<file path="src/rtl/jam_search_pkg.sv">
// Shared definitions for the jam_search permutation engine: FSM state codes,
// mode encoding and the width derivations used by the top and perm_next.
package jam_pkg;

  typedef logic [2:0] state_t;

  localparam state_t S_IDLE  = 3'd0;
  localparam state_t S_FETCH = 3'd1;
  localparam state_t S_DRAIN = 3'd2;
  localparam state_t S_CMP   = 3'd3;
  localparam state_t S_NEXTP = 3'd4;
  localparam state_t S_DONE  = 3'd5;

  localparam logic MODE_MIN = 1'b0;
  localparam logic MODE_MAX = 1'b1;

  function automatic int calc_iw(input int n);
    return (n < 2) ? 1 : $clog2(n);
  endfunction

  // N costs of COST_W bits each sum to less than 2**(COST_W + clog2(N)).
  function automatic int calc_sum_w(input int n, input int cost_w);
    return cost_w + $clog2(n);
  endfunction

endpackage

</file>
<file path="src/rtl/jam_search_perm_next.sv">
// Permutation register with a lexicographic next-permutation step.
// init loads identity; req/ack performs one step; last flags the descending order.
module perm_next
  import jam_pkg::*;
#(
  parameter int N  = 8,
  parameter int IW = calc_iw(N)
) (
  input  logic            CLK,
  input  logic            RST,
  input  logic            init,
  input  logic            req,
  output logic            ack,
  output logic            last,
  output logic [N*IW-1:0] perm
);

  logic [IW-1:0] r_perm [N];
  logic [IW-1:0] w_nxt  [N];
  logic [IW-1:0] w_src  [N];
  logic [IW-1:0] w_piv;
  logic [IW-1:0] w_succ;
  logic          w_has_piv;
  logic          r_ack;

  // NOTE: every signal written here gets a default first, so no path can leave
  // it unassigned and infer a latch.
  always_comb begin
    w_has_piv = 1'b0;
    w_piv     = '0;
    w_succ    = '0;
    // Rightmost ascent is the pivot; the suffix after it is descending, so the
    // rightmost element above the pivot is the smallest one that is larger.
    for (int i = 0; i < N-1; i++) begin
      if (r_perm[i] < r_perm[i+1]) begin
        w_has_piv = 1'b1;
        w_piv     = IW'(i);
      end
    end
    for (int i = 1; i < N; i++) begin
      if (IW'(i) > w_piv && r_perm[i] > r_perm[w_piv]) w_succ = IW'(i);
    end
    for (int k = 0; k < N; k++) begin
      w_src[k] = IW'(N - k) + w_piv;
      if (IW'(k) < w_piv)         w_nxt[k] = r_perm[k];
      else if (IW'(k) == w_piv)   w_nxt[k] = r_perm[w_succ];
      else if (w_src[k] == w_succ) w_nxt[k] = r_perm[w_piv];
      else                         w_nxt[k] = r_perm[w_src[k]];
    end
  end

  always_ff @(posedge CLK or posedge RST) begin
    if (RST) begin
      // NOTE: r_perm is N small flops rather than a RAM, so resetting it to
      // identity is cheap and keeps the outputs defined out of reset.
      for (int k = 0; k < N; k++) r_perm[k] <= IW'(k);
      r_ack <= 1'b0;
    end else begin
      r_ack <= req && !r_ack;
      if (init) begin
        for (int k = 0; k < N; k++) r_perm[k] <= IW'(k);
      end else if (req && !r_ack) begin
        r_perm <= w_nxt;
      end
    end
  end

  assign ack  = r_ack;
  assign last = !w_has_piv;

  for (genvar g = 0; g < N; g++) begin : g_flat
    assign perm[g*IW +: IW] = r_perm[g];
  end

endmodule

</file>
<file path="src/rtl/jam_search.sv">
// Exhaustive job-assignment search: walks all N! permutations, sums costs read
// from an external table and keeps the best total, its match count and first perm.
module jam_search
  import jam_pkg::*;
#(
  parameter  int N      = 8,
  parameter  int COST_W = 7,
  parameter  int MC_W   = 16,
  localparam int IW     = calc_iw(N),
  localparam int SUM_W  = calc_sum_w(N, COST_W)
) (
  input  logic              CLK,
  input  logic              RST,
  input  logic              start,
  input  logic              mode,
  output logic [IW-1:0]     W,
  output logic [IW-1:0]     J,
  input  logic [COST_W-1:0] Cost,
  output logic              busy,
  output logic              Valid,
  output logic [SUM_W-1:0]  BestCost,
  output logic [MC_W-1:0]   MatchCount,
  output logic [N*IW-1:0]   BestPerm
);

  state_t            r_state;
  logic              r_mode;
  logic              r_first;
  logic              r_rd_vld;
  logic [IW-1:0]     r_w;
  logic [IW-1:0]     r_j;
  logic [SUM_W-1:0]  r_acc;
  logic [SUM_W-1:0]  r_best;
  logic [MC_W-1:0]   r_cnt;
  logic [N*IW-1:0]   r_bperm;
  logic              r_busy;
  logic              r_valid;

  logic [N*IW-1:0]   w_perm;
  logic              w_init;
  logic              w_req;
  logic              w_ack;
  logic              w_last;
  logic [IW-1:0]     w_w_inc;
  logic [SUM_W-1:0]  w_cost_ext;
  logic              w_better;

  assign w_init     = (r_state == S_IDLE) && start;
  assign w_req      = (r_state == S_NEXTP);
  assign w_w_inc    = r_w + 1'b1;
  assign w_cost_ext = {{(SUM_W-COST_W){1'b0}}, Cost};
  assign w_better   = (r_mode == MODE_MAX) ? (r_acc > r_best) : (r_acc < r_best);

  perm_next #(.N(N), .IW(IW)) u_perm (
    .CLK  (CLK),
    .RST  (RST),
    .init (w_init),
    .req  (w_req),
    .ack  (w_ack),
    .last (w_last),
    .perm (w_perm)
  );

  // NOTE: all state here uses non-blocking assignments so every register
  // samples the pre-edge values regardless of statement order.
  always_ff @(posedge CLK or posedge RST) begin
    if (RST) begin
      r_state  <= S_IDLE;
      r_mode   <= MODE_MIN;
      r_first  <= 1'b0;
      r_rd_vld <= 1'b0;
      r_w      <= '0;
      r_j      <= '0;
      r_acc    <= '0;
      r_best   <= '0;
      r_cnt    <= '0;
      r_busy   <= 1'b0;
      r_valid  <= 1'b0;
      for (int k = 0; k < N; k++) r_bperm[k*IW +: IW] <= IW'(k);
    end else begin
      // Cost arrives one cycle after its address, so add it a cycle late.
      r_rd_vld <= (r_state == S_FETCH);
      if (r_rd_vld) r_acc <= r_acc + w_cost_ext;

      case (r_state)
        S_IDLE: begin
          if (start) begin
            r_mode  <= mode;
            r_first <= 1'b1;
            r_w     <= '0;
            r_j     <= '0;
            r_acc   <= '0;
            r_busy  <= 1'b1;
            r_state <= S_FETCH;
          end
        end
        S_FETCH: begin
          if (r_w == IW'(N-1)) begin
            r_state <= S_DRAIN;
          end else begin
            r_w <= w_w_inc;
            r_j <= w_perm[w_w_inc*IW +: IW];
          end
        end
        S_DRAIN: r_state <= S_CMP;
        S_CMP: begin
          r_first <= 1'b0;
          if (r_first || w_better) begin
            r_best  <= r_acc;
            r_cnt   <= {{(MC_W-1){1'b0}}, 1'b1};
            r_bperm <= w_perm;
          end else if (r_acc == r_best && !(&r_cnt)) begin
            r_cnt <= r_cnt + 1'b1;
          end
          if (w_last) begin
            r_busy  <= 1'b0;
            r_valid <= 1'b1;
            r_state <= S_DONE;
          end else begin
            r_state <= S_NEXTP;
          end
        end
        S_NEXTP: begin
          if (w_ack) begin
            r_w     <= '0;
            r_j     <= w_perm[IW-1:0];
            r_acc   <= '0;
            r_state <= S_FETCH;
          end
        end
        S_DONE: begin
          r_valid <= 1'b0;
          r_state <= S_IDLE;
        end
        default: r_state <= S_IDLE;
      endcase
    end
  end

  assign W          = r_w;
  assign J          = r_j;
  assign busy       = r_busy;
  assign Valid      = r_valid;
  assign BestCost   = r_best;
  assign MatchCount = r_cnt;
  assign BestPerm   = r_bperm;

endmodule

</file>
<file path="config.mk">
export PLATFORM = sky130hd
export DESIGN_NAME = jam_search
export DESIGN_NICKNAME = d
export VERILOG_FILES = /design/src/rtl/jam_search_pkg.sv /design/src/rtl/jam_search_perm_next.sv /design/src/rtl/jam_search.sv
export SDC_FILE = /design/constraint.sdc
export NUM_CORES = 1
export LEC_CHECK = 0
export CORE_MARGIN = 2
export CORE_UTILIZATION = 65
export CTS_CLUSTER_DIAMETER = 100
export DETAILED_ROUTE_END_ITERATION = 12
export DONT_BUFFER_PORTS = 1
export HOLD_SLACK_MARGIN = 0.02
export PLACE_DENSITY = 0.9
export RECOVER_POWER = 50
export SYNTH_ARGS = -nofsm -noshare
export SYNTH_HDL_FRONTEND = slang
export SYNTH_SLANG_ARGS = --single-unit
</file>
<file path="constraint.sdc">
create_clock -name CLK -period 8.25 [get_ports CLK]
set_clock_uncertainty 0.1 [all_clocks]
set_input_delay 1.65 -clock CLK [delete_from_list [all_inputs] [get_ports CLK]]
set_output_delay 1.65 -clock CLK [all_outputs]
set_load 0.01 [all_outputs]
</file>
* Word-level counts from Yosys, hierarchy flattened
Index checks and enable logic that the tools add are counted.
Storage, ports and cells: flip-flop bits (word level) 99
Cells by class: multiplexer cells 97, order comparisons 40, equal/unequal tests 34, bitwise operators 9, shifts and indexed selects 1, $add $sub $neg 10, $mul 1, reduce and logical (&&, ||, !) cells 37
Operators with widths (number):
- $mux 3 | 56
- $bmux 3 s3 | 9
- $mux 24 | 2
- $ge 4x4->1 const B | 9
- $not 3->4 | 9
- $mux 16 | 2
- $mux 10 | 3
- $reduce_and 2->1 | 13
- $shiftx 24x6->3 | 1
- $eq 3x3->1 | 7
- $gt 3x3->1 | 7
- $lt 3x3->1 | 7
- $pmux 10 s2 | 1
- $ne 2x1->1 const B | 9
- $pmux 3 s3 | 2
- $add 16x1->16 const B | 1
- $reduce_and 16->1 | 1
- $pmux 3 s5 | 1
- $mux 1 | 14
- $add 3x3->3 const A | 4
- $eq 3x3->1 const A | 4
- $gt 3x3->1 const A | 4
- $lt 3x3->1 const A | 4
- $add 10x7->10 | 1
- other kinds (27) | 58

* Longest topological paths before layout
Gate-level depths: netlist of run 1.
word-level depth 28, mapped depth 28

* Modules after synthesis
From an unflattened synthesis of run 1, not the netlist that was laid out.
Second synthesis, totals: cell total of the unflattened synthesis 911, area total of the unflattened synthesis 8313.0 um2
Modules (own cells, without submodules):
- perm_next | area each 4226.6 um2, cells each 519, times used 1
- jam_search | area each 4086.4 um2, cells each 392, times used 1

* Worst setup path before layout of run 1
Ideal clock, no wire load.
path kind reg2reg, from register u_perm.r_perm (netlist bit u_perm.perm[14]), to register u_perm.r_perm (netlist bit u_perm.perm[6]), path buffers 4, data required time 8.008 ns, path slack 2.162 ns, cell stages (with the launch flop) 28, period minus slack after synthesis 6.088 ns, arrival time 5.846 ns, cells stage by stage dfstp_2 -> clkbuf_1 -> inv_1 -> ha_1 -> nand2_1 -> o21a_1 -> o211ai_1 -> nand2_1 -> inv_1 -> clkbuf_1 -> buf_1 -> mux2i_1 -> nand2_1 -> nand2_1 -> ha_1 -> nor2_1 -> a2111oi_0 -> a2111oi_0 -> a41oi_1 -> o311ai_2 -> nor3_2 -> nand2_1 -> nor2_1 -> a21oi_1 -> or3_1 -> clkbuf_1 -> mux2i_1 -> o221ai_1
Between the ends: word-level cells in the longest chain between the ends 26, elaborated cells on any way between the ends 57
RTL lines:
- start: declaration | RTL line jam_search_perm_next.sv:18 | logic [IW-1:0] r_perm [N];
- start signal: assignment | RTL line jam_search_perm_next.sv:63 | r_perm <= w_nxt;
- $lt 3x3->1 | RTL line jam_search_perm_next.sv:35 | if (r_perm[i] < r_perm[i+1]) begin
- $mux 2 | RTL line jam_search_perm_next.sv:35
- $mux 3 (3 in series) | RTL line jam_search_perm_next.sv:35
- $not 3->4 (implied by the code) | RTL line jam_search_perm_next.sv:41, jam_search_perm_next.sv:47
- $bmux 3 s3 | RTL line jam_search_perm_next.sv:41, jam_search_perm_next.sv:47
- $mux 3 (implied by the code) (2 in series) | RTL line jam_search_perm_next.sv:41, jam_search_perm_next.sv:47
- $gt 3x3->1 | RTL line jam_search_perm_next.sv:41 | if (IW'(i) > w_piv && r_perm[i] > r_perm[w_piv]) w_succ = IW'(i);
- $logic_and 1x1->1 | RTL line jam_search_perm_next.sv:41
- [3 not listed]
- $mux 3 (4 in series) | RTL line jam_search_perm_next.sv:41
- $not 3->4 (implied by the code) | RTL line jam_search_perm_next.sv:46 | else if (IW'(k) == w_piv) w_nxt[k] = r_perm[w_succ];
- $bmux 3 s3 | RTL line jam_search_perm_next.sv:46
- $mux 3 (implied by the code) (2 in series) | RTL line jam_search_perm_next.sv:46
- $mux 3 | RTL line jam_search_perm_next.sv:46
- $mux 3 | RTL line jam_search_perm_next.sv:45 | if (IW'(k) < w_piv) w_nxt[k] = r_perm[k];
- $mux 24 | RTL line jam_search_perm_next.sv:62 | end else if (req && !r_ack) begin
- $mux 24 | RTL line jam_search_perm_next.sv:60 | if (init) begin
Several ways; a longest one is shown, not always the timed one. The select of a mux whose other input is x is not followed. A chain may end at the register's enable or synchronous reset.

* Worst setup path in the final report of run 1
from register u_perm.r_perm (netlist bit u_perm.perm[20]), to register u_perm.r_perm (netlist bit u_perm.perm[13])
Between the ends: word-level cells in the longest chain between the ends 24, elaborated cells on any way between the ends 55
RTL lines (RTL line):
- $lt 3x3->1 | jam_search_perm_next.sv:35
- $mux 3 (2 in series) | jam_search_perm_next.sv:35
- $not 3->4 (implied by the code) | jam_search_perm_next.sv:41, jam_search_perm_next.sv:47
- $bmux 3 s3 | jam_search_perm_next.sv:41, jam_search_perm_next.sv:47
- $mux 3 (implied by the code) (2 in series) | jam_search_perm_next.sv:41, jam_search_perm_next.sv:47
- $gt 3x3->1 | jam_search_perm_next.sv:41
- $logic_and 1x1->1 | jam_search_perm_next.sv:41
- $mux 1 | jam_search_perm_next.sv:41
- $mux 2 (2 in series) | jam_search_perm_next.sv:41
- $mux 3 (4 in series) | jam_search_perm_next.sv:41
- $not 3->4 (implied by the code) | jam_search_perm_next.sv:46
- $bmux 3 s3 | jam_search_perm_next.sv:46
- $mux 3 (implied by the code) (2 in series) | jam_search_perm_next.sv:46
- $mux 3 | jam_search_perm_next.sv:46
- $mux 3 | jam_search_perm_next.sv:45
- $mux 24 | jam_search_perm_next.sv:62
- $mux 24 | jam_search_perm_next.sv:60
Several ways; a longest one is shown, not always the timed one. The select of a mux whose other input is x is not followed.

==> impl_metrics.yaml, run 1 <==
worst_setup_path:
  cp-end-kind: "register"
  crit_path_start_kind: "register"
  crit_path_cell_trace: "inv_1 > ha_1 > a21oi_1 > o21ai_2 > a211oi_4 > nand2_4 > inv_2 > mux2i_1 > mux2i_1 > nand2_1 > nand2_1 > ha_1 > nor2_1 > a2111oi_0 > a2111oi_0 > a41oi_1 > o311ai_2 > nor3_2 > nand2_1 > nor3_1 > o22ai_2 > mux2_2 > o22ai_1 > o21ai_1"
  r2r.worst_path.cells: 24
  crit-reg2reg-launch: "u_perm.perm[20]$_DFFE_PP1P_"
  timing.critical_path.slowest_cell_delay_ns: 0.62
  timing_worst_setup_path_type: "reg2reg"
  cpMaxStageDelayCell: "dfstp_2"
  critical_path.max_fanout: 34
  cp.buffers_inverters: 2
  regToRegEndpoint: "u_perm.perm[13]$_DFFE_PP0P_"
  worst_path_required_time_ns: 8.39
  critical-path-top-delay-family: "compound AO/OA/AOI/OAI gates"
  ff2ff_setup_slack_ns: 1.01
  crit_top_cell: "nand2_1"
  timing.critical_path.arrival_ns: 7.39
sta:
  worstMarginPinSlew_ns: 3.91
  final.min_clock_period_ns: 7.24
  min_period_over_period_pct: 87.8
  max_freq_mhz: 138
  max_slew_margin_vs_limit_pct: -160
  hold_violations: 0
  timing_max_transition_violations_final: 77
  grt_setup_unrepaired: "no"
  setup_viol_count_final: 0
  fin_setup_tns_ns: 0
place:
  buffer_ports.inserted: 0
  post_detailed_placement_half_perimeter_wirelength_um: 17300
  gp_congestion: 1.08
layout:
  drive_gt1_share_pct: 16.5
  nets: 903
  area_growth_pct: 5.10
  antenna-diode-count: 0
cts:
  cts_root_buf: "clkbuf_16"
  ctsLongestPathBuffers: 2
  holdBufCountCts: 0
  tritoncts: "built"
  cts_buffers: 9
  clk_latency_ns: 0.36
  post_cts_resized: 0
  clock-sinks: 99
  ctsHtreeMaxLevel: 3
  setup_fix_bufs_post_cts: 0
  clock_edge_transition_at_the_registers_on_the_reported_setup_and_hold_paths_ns: 0.08
global_routing:
  number_of_antenna_violations_at_the_first_check_in_global_routing: 0
  global_route.usage.total_pct: 38.0
  vias_in_the_first_global_route: 6790
  maximum_number_of_pins_on_one_net_before_global_route_repair: 77
  first_pass_grt_wire_length_um: 37600
  grt-ovfl-total: 0
yosys:
  synth-seq-area-share_pct: 32.2
  yosys.cell_count.top_type: "nand2_1"
  synthCells: 858
  yosys_most_used_dff: "dfrtp_1"
  synth_top_cell_area_share_pct: 24.1
  synthTopCellsByCount: "nand2_1, nor2_1, dfrtp_1"
  netlist-cell-type-count: 81
  synth_seq_cells: 99
  ys_warn_count: 0
  async_reset_ff_share_pct: 100
  ys_top_cells_by_area: "dfrtp_1, dfstp_2, ha_1"
  synth.largest_area_cell: "dfrtp_1"
  synth_area_um2: 7800
  synth_nets: 920
  postSynthAreaPerCell_um2: 9.09
  synth-edff-count: 0
route:
  detail_route.first_pass.iterations: 6
  total_number_of_vias: 6977
  route.detailed.wl_per_inst_um: 24.1
  routed_via_density: 7.03
  postRouteWirelength_um: 23900
  drc_errors: 0
  post_drt_antenna_nets: 0
  drt_iter0_markers: 790
outcome:
  violations_in_the_final_reports: "capacitance limit, slew limit"
  outcome: "finished, violations left"
floorplanning:
  placement_rows: 40
  design.core.area_um2: 11900
  die_x_um: 114
  floorplan.initialDensity_pct: 65.7
  fp.dieArea_um2: 12900
  io-pin-count: 69
  fp.dieH_um: 114
hold_path:
  hold_path.startpoint: "r_first$_DFFE_PP0P_"
  min_path_type: "reg2reg"
  whs_endpoint: "r_first$_DFFE_PP0P_"
  hold_path_depth: 2
job:
  cap_violations: 1
layout make-up:
class / count / area [µm²]
clock buffer: 9 / 225
clock inverter: 7 / 80.1
fill: 878 / 3670
inverter: 50 / 189
multi-input combinational: 671 / 4940
sequential: 99 / 2510
tap: 147 / 184
timing repair buffer: 10 / 67.6
through the flow:
step                      cell area [µm²]  hold slack [ns]  util (%)  setup WS (ns)  instances
after floorplan                      7800            0.348         -           2.16        858
after global placement               7900            0.365      66.6           1.33        977
after detailed placement             7900            0.382      66.6           1.24        977
after CTS                            8200            0.405      69.2           1.21        993
after global routing                 8200            0.424      69.1          0.552        993
final                                8200            0.400      69.1           1.01        993
placed cells by master, fill, tap and decap left out, types with 24 or more instances in the layout:
cell	instances
mux2i_1	58
dfrtp_1	75
nand3_1	33
ha_1	50
nand2_1	83
nor2_1	81
inv_1	47
o21ai_0	47
mux2_2	42
a21oi_1	46
dfstp_2	24
sequential cells by signal (all words and copies together) (netlist names):
register,cells
r_state,3
BestCost,10
MatchCount,16
u_perm.ack,1
r_acc,10
W,3
J,3
u_perm.perm,24
BestPerm,24
busy,1
Valid,1
r_rd_vld,1
r_mode,1
r_first,1
worst reg2reg max path, stage by stage, from the launching register on:
cell       delay (ns)
dfstp_2          0.62
inv_1            0.13
ha_1             0.31
a21oi_1          0.21
o21ai_2          0.22
a211oi_4         0.41
nand2_4          0.33
inv_2            0.48
mux2i_1          0.28
mux2i_1          0.15
nand2_1          0.10
nand2_1          0.16
ha_1             0.34
nor2_1           0.06
a2111oi_0        0.47
a2111oi_0        0.20
a41oi_1          0.27
o311ai_2         0.29
nor3_2           0.44
nand2_1          0.18
nor3_1           0.46
o22ai_2          0.25
mux2_2           0.32
o22ai_1          0.25
o21ai_1          0.09
metal layers:
metal | global-route usage [%] | vias up | share of wire [%]
li1 | - | 3075 | -
met2 | 56.2 | 494 | 43
met3 | 9.19 | 113 | 12
met1 | 52.5 | 3295 | 39
met4 | 18.9 | 0 | 5.3
met5 | 0 | - | 0
kinds of logic (layout without fill, tap and decap cells):
group | after synthesis | count (layout) | share of synthesized area (%)
AND/OR/NAND/NOR | 277 | 277 | 16.6
AO/OA/AOI/OAI | 206 | 206 | 19.5
multiplexers | 106 | 106 | 15.2
flip-flops | 99 | 99 | 32.2
buffers and inverters | 88 | 76 | 4.56
adder cells (fa/ha/maj) | 56 | 56 | 8.97
XOR/XNOR | 26 | 26 | 2.92
worst max-delay path by stage:
| stage | cells past startpoint | from | endpoint |
|---|---|---|---|
| 6_report | 24 | u_perm.perm[20]$_DFFE_PP1P_ | u_perm.perm[13]$_DFFE_PP0P_ |
| 5_1_grt | 23 | u_perm.perm[20]$_DFFE_PP1P_ | u_perm.perm[3]$_DFFE_PP1P_ |
| 4_1_cts | 24 | u_perm.perm[20]$_DFFE_PP1P_ | u_perm.perm[13]$_DFFE_PP0P_ |
| 3_5_place_dp | 24 | u_perm.perm[20]$_DFFE_PP1P_ | u_perm.perm[13]$_DFFE_PP0P_ |
| 3_3_place_gp | 24 | u_perm.perm[20]$_DFFE_PP1P_ | u_perm.perm[13]$_DFFE_PP0P_ |
| 2_1_floorplan | 27 | u_perm.perm[14]$_DFFE_PP1P_ | u_perm.perm[6]$_DFFE_PP0P_ |
Power of run 1 is left out: the tool's default activity adds up to more than one toggle a clock period on the data nets, which glitch-free logic cannot reach.
==> inputs of run 2 (changes only) <==
CORE_MARGIN = 4   (was 2)
==> run 2 against run 1 <==
  * The flow still finishes with violations (capacitance limit, slew limit)
  * Highest routed layer unchanged
  * Final area shrank 0.12%
  * Critical endpoint is now u_perm.perm[23]$_DFFE_PP1P_
  * Sequential share of layout area about the same
  * First-iteration DRC count up 39%
  * Critical path type unchanged
  * Cell count decreased by 0.40%
  * Largest cell class unchanged
  * Critical path depth is 1 lower
  * Non-clock buffer count unchanged
==> impl_metrics.yaml, run 2 (synthesis results as in run 1) <==
outcome:
  outcome: "finished, violations left"
  violations_in_the_final_reports: "capacitance limit, slew limit"
cts:
  clock_edge_transition_at_the_registers_on_the_reported_setup_and_hold_paths_ns: 0.07
  ctsLongestPathBuffers: 2
  ctsHtreeMaxLevel: 3
  clk_latency_ns: 0.36
  clock-sinks: 99
  cts_buffers: 9
  setup_fix_bufs_post_cts: 0
  holdBufCountCts: 0
  cts_root_buf: "clkbuf_16"
  tritoncts: "built"
  post_cts_resized: 0
worst_setup_path:
  startpoint: "u_perm.perm[17]$_DFFE_PP1P_"
  crit-reg2reg-launch: "u_perm.perm[17]$_DFFE_PP1P_"
  regToRegEndpoint: "u_perm.perm[23]$_DFFE_PP1P_"
  worst_path_required_time_ns: 8.40
  cp-end-kind: "register"
  crit_path_start_kind: "register"
  ff2ff_setup_slack_ns: 1.16
  critical_path.max_fanout: 20
  timing.critical_path.arrival_ns: 7.24
  timing_worst_setup_path_type: "reg2reg"
  r2r.worst_path.cells: 23
global_routing:
  vias_in_the_first_global_route: 6825
  global_route.peak_usage_layer: "met2"
  globalRouteMet3Util_pct: 9.95
  grt-ovfl-total: 0
  met2_usage_pct: 52.8
  first_pass_grt_wire_length_um: 38100
  maximum_number_of_pins_on_one_net_before_global_route_repair: 60
  grtUsageMet1_pct: 46.6
  number_of_antenna_violations_at_the_first_check_in_global_routing: 0
  global_route.usage.total_pct: 34.5
floorplanning:
  floorplan.initialDensity_pct: 67.4
  fp.dieH_um: 118
  fp.dieArea_um2: 13800
  die_x_um: 118
  placement_rows: 39
  design.core.area_um2: 11600
  io-pin-count: 69
route:
  route.detailed.wl_per_inst_um: 24.7
  postRouteWirelength_um: 24400
  total_number_of_vias: 7113
  post_drt_antenna_nets: 0
  drc_errors: 0
  drt_iter0_markers: 1097
  detail_route.first_pass.iterations: 7
  routed_via_density: 7.19
sta:
  worstMarginPinSlew_ns: 3.08
  min_period_over_period_pct: 85.9
  max_slew_margin_vs_limit_pct: -106
  timing_max_transition_violations_final: 102
  setup_viol_count_final: 0
  fin_setup_tns_ns: 0
  timing.hold.ws_ns: 0.390
  max_freq_mhz: 141
  grt_setup_unrepaired: "no"
  final.min_clock_period_ns: 7.09
  hold_violations: 0
hold_path:
  hold_path_depth: 2
  hold_path.startpoint: "r_first$_DFFE_PP0P_"
  whs_endpoint: "r_first$_DFFE_PP0P_"
  min_path_type: "reg2reg"
layout:
  multiInputGateArea_um2: 4940
  antenna-diode-count: 0
  most-common-layout-cells: "nand2_1, nor2_1, dfrtp_1, mux2i_1, ha_1"
  area_growth_pct: 4.97
  drive_gt1_share_pct: 16.5
  area.sequential_um2: 2510
  nets: 903
  layout.filler_cells: 820
  layout.cells.most_common: "nand2_1"
job:
  cap_violations: 2
place:
  gp_congestion: 1.06
  buffer_ports.inserted: 0
  post_detailed_placement_half_perimeter_wirelength_um: 17100
run 2: final cells by class:
cell class / count / area share [%]
inverter: 50 / 2.31
tap: 143 / 2.19
timing repair buffer: 10 / 0.825
sequential: 99 / 30.6
clock buffer: 9 / 2.75
multi-input combinational: 671 / 60.4
clock inverter: 7 / 0.917
run 2: through the flow:
stage	util (%)	instances	setup slack, ns	instance area, µm²
4_1_cts	70.9	989	1.41	8190
2_1_floorplan	-	858	2.16	7800
6_report	70.8	989	1.16	8190
3_3_place_gp	68.3	973	1.46	7890
3_5_place_dp	68.3	973	1.53	7890
5_1_grt	70.8	989	0.907	8190
run 2: layer usage:
layer / wire, µm / vias up / part of all wire [%]
met5: 0 / - / 0
met3: 3330 / 134 / 14
li1: - / 3082 / -
met2: 10600 / 567 / 44
met1: 9220 / 3330 / 38
met4: 1180 / 0 / 4.8
run 2: worst max-delay path by stage:
stage	cells past startpoint	slack, ns	to
detailed placement	24	1.53	u_perm.perm[17]$_DFFE_PP1P_
global route	24	0.91	u_perm.perm[3]$_DFFE_PP1P_
floorplan	27	2.16	u_perm.perm[6]$_DFFE_PP0P_
global placement	24	1.46	u_perm.perm[17]$_DFFE_PP1P_
CTS	24	1.41	u_perm.perm[23]$_DFFE_PP1P_
finish	23	1.16	u_perm.perm[23]$_DFFE_PP1P_
run 2: worst max-delay path, stage by stage (launching register included):
cell,delay [ns]
dfstp_2,0.75
ha_1,0.31
a21oi_1,0.21
o21ai_2,0.23
a211oi_4,0.39
nand2_4,0.08
inv_2,0.40
mux2i_1,0.33
mux2i_1,0.16
nand2_1,0.09
nand2_1,0.06
buf_4,0.20
ha_1,0.30
nor2_1,0.07
a2111oi_0,0.49
a2111oi_0,0.15
a41oi_1,0.30
o311ai_2,0.31
or3_1,0.51
nor2_1,0.31
nand2_1,0.16
o221ai_2,0.56
inv_1,0.16
a221oi_1,0.34
Power of run 2 is left out for the same reason.
==> inputs of run 3 (changes only) <==
REMOVE_ABC_BUFFERS = 1   (was unset)
==> run 3 against run 2 <==
  * Routed wire length is 4.8% lower
  * Cell count is 0.20% lower
  * Via count is 2.1% lower
  * Setup slack worse by 0.35 ns
  * Register-to-register slack worse by 0.35 ns
  * Critical endpoint is now u_perm.perm[14]$_DFFE_PP1P_
  * Utilization is 0.24 points lower
  * First-iteration DRC count is 13% lower
  * Global-route usage is 0.98 points lower
  * The flow still finishes with violations (capacitance limit, slew limit)
  * Count of clock-buffer cells in the layout is 1 higher
  * Critical path depth is 1 higher
  * Maximum frequency is 4.7% lower
  * Sequential cell count stayed put
  * Largest cell class unchanged
==> impl_metrics.yaml, run 3 (synthesis results as in run 1) <==
sta:
  max_slew_margin_vs_limit_pct: -90.4
  hold_violations: 0
  min_period_over_period_pct: 90.2
  worstMarginPinSlew_ns: 2.86
  max_freq_mhz: 134
  final_critical_path_setup_slack_ns: 0.810
  grt_setup_unrepaired: "no"
  setup_viol_count_final: 0
  final.min_clock_period_ns: 7.44
  timing_max_transition_violations_final: 102
  timing.hold.ws_ns: 0.411
  fin_setup_tns_ns: 0
layout:
  area_growth_pct: 4.62
  most-common-layout-cells: "nand2_1, nor2_1, dfrtp_1, mux2i_1, ha_1"
  drive_gt1_share_pct: 16.2
  post_layout_nonfiller_instances: 987
  layout.filler_cells: 858
  antenna-diode-count: 0
  area.sequential_um2: 2510
  multiInputGateArea_um2: 4940
  layout.cells.most_common: "nand2_1"
  nets: 901
global_routing:
  maximum_number_of_pins_on_one_net_before_global_route_repair: 60
  global_route.usage.total_pct: 33.6
  number_of_antenna_violations_at_the_first_check_in_global_routing: 0
  vias_in_the_first_global_route: 6615
  grt-ovfl-total: 0
  first_pass_grt_wire_length_um: 37000
place:
  post_detailed_placement_half_perimeter_wirelength_um: 16500
  buffer_ports.inserted: 0
  pre_cts_slack_ns: 1.14
  place_inst: 971
  gp_congestion: 1.07
worst_setup_path:
  cpMaxStageDelayCell: "dfstp_2"
  crit_path_cell_trace: "inv_1 > ha_1 > a21oi_1 > o21ai_2 > a211oi_4 > nand2_4 > inv_2 > mux2i_1 > mux2i_1 > nand2_1 > nand2_1 > buf_4 > ha_1 > nor2_1 > a2111oi_0 > a2111oi_0 > a41oi_1 > o311ai_2 > or3_1 > nor2_1 > nand2_1 > o221ai_2 > o32ai_1 > a31oi_1"
  crit_top_cell: "nand2_1"
  ff2ff_setup_slack_ns: 0.81
  timing.critical_path.arrival_ns: 7.60
  cp-end-kind: "register"
  crit_path_start_kind: "register"
  timing_worst_setup_path_type: "reg2reg"
  critical_path.max_fanout: 34
  cp.buffers_inverters: 3
  critical-path-top-delay-family: "compound AO/OA/AOI/OAI gates"
  cp.depth: 24
  timing.critical_path.slowest_cell_delay_ns: 0.60
  r2r.worst_path.cells: 24
  worst_path_required_time_ns: 8.41
route:
  route.detailed.wl_per_inst_um: 23.5
  postRouteWirelength_um: 23200
  routed_via_density: 7.06
  post_drt_antenna_nets: 0
  drt_iter0_markers: 953
  detail_route.first_pass.iterations: 5
  drc_errors: 0
  total_number_of_vias: 6966
cts:
  cts_root_buf: "clkbuf_16"
  clock-sinks: 99
  clk_latency_ns: 0.36
  cts_buffers: 9
  ctsLongestPathBuffers: 2
  setup_fix_bufs_post_cts: 0
  clock_edge_transition_at_the_registers_on_the_reported_setup_and_hold_paths_ns: 0.07
  ctsHtreeMaxLevel: 3
  tritoncts: "built"
  post_cts_resized: 0
  holdBufCountCts: 0
floorplanning:
  die_x_um: 118
  fp.dieArea_um2: 13800
  design.core.area_um2: 11600
  floorplan.initialDensity_pct: 67.4
  io-pin-count: 69
  fp.dieH_um: 118
  placement_rows: 39
outcome:
  outcome: "finished, violations left"
  violations_in_the_final_reports: "capacitance limit, slew limit"
job:
  cap_violations: 2
hold_path:
  hold_path_depth: 2
  min_path_type: "reg2reg"
-- run 3: cell count changes in the layout (fill, tap and decap cells not counted), sizes merged --
| cell | previous run | this run |
|---|---|---|
| buf | 8 | 6 |
| bufinv | 1 | 0 |
| clkbuf | 11 | 12 |
| clkinvlp | 3 | 2 |
| inv | 51 | 52 |
-- run 3: final timing paths --
| check | end | from |
|---|---|---|
| hold / removal | r_first$_DFFE_PP0P_ | r_first$_DFFE_PP0P_ |
| min in group asynchronous | J[1]$_DFFE_PP0P_ | RST |
| setup / recovery | u_perm.perm[14]$_DFFE_PP1P_ | u_perm.perm[20]$_DFFE_PP1P_ |
| setup reg to reg | u_perm.perm[14]$_DFFE_PP1P_ | u_perm.perm[20]$_DFFE_PP1P_ |
| hold reg to reg | r_first$_DFFE_PP0P_ | r_first$_DFFE_PP0P_ |
| max in group asynchronous | BestPerm[13]$_DFFE_PP0P_ | RST |
-- run 3: routing by layer --
layer,vias up,track usage [%],wire [µm]
met2,458,50.6,10100
met3,105,7.59,2800
met1,3327,46.4,9190
li1,3076,-,-
met5,-,0,0
met4,0,15.1,1140
-- run 3: final cells by class --
class	count	area share [%]
clock buffers	10	2.81
clock inverters	6	0.721
inverters	50	2.32
multi-input cells	671	60.6
flip-flops and latches	99	30.7
well taps	143	2.19
repair buffers	8	0.644
-- run 3: per-stage QoR --
step                area (µm²)  utilization, %
floorplan                 7630               -
global placement          7880            68.1
detailed placement        7880            68.1
CTS                       8170            70.6
global route              8160            70.5
finish                    8160            70.5
-- run 3: worst reg2reg max path, delay by kind of cell, from the launching register on --
family	cells	cell delay, ns
multiplexers	2	0.45
adder cells (fa/ha/maj)	2	0.62
buffers and inverters	3	0.81
flip-flops	1	0.60
AO/OA/AOI/OAI	10	3.25
AND/OR/NAND/NOR	7	1.51
Power of run 3 is left out for the same reason.
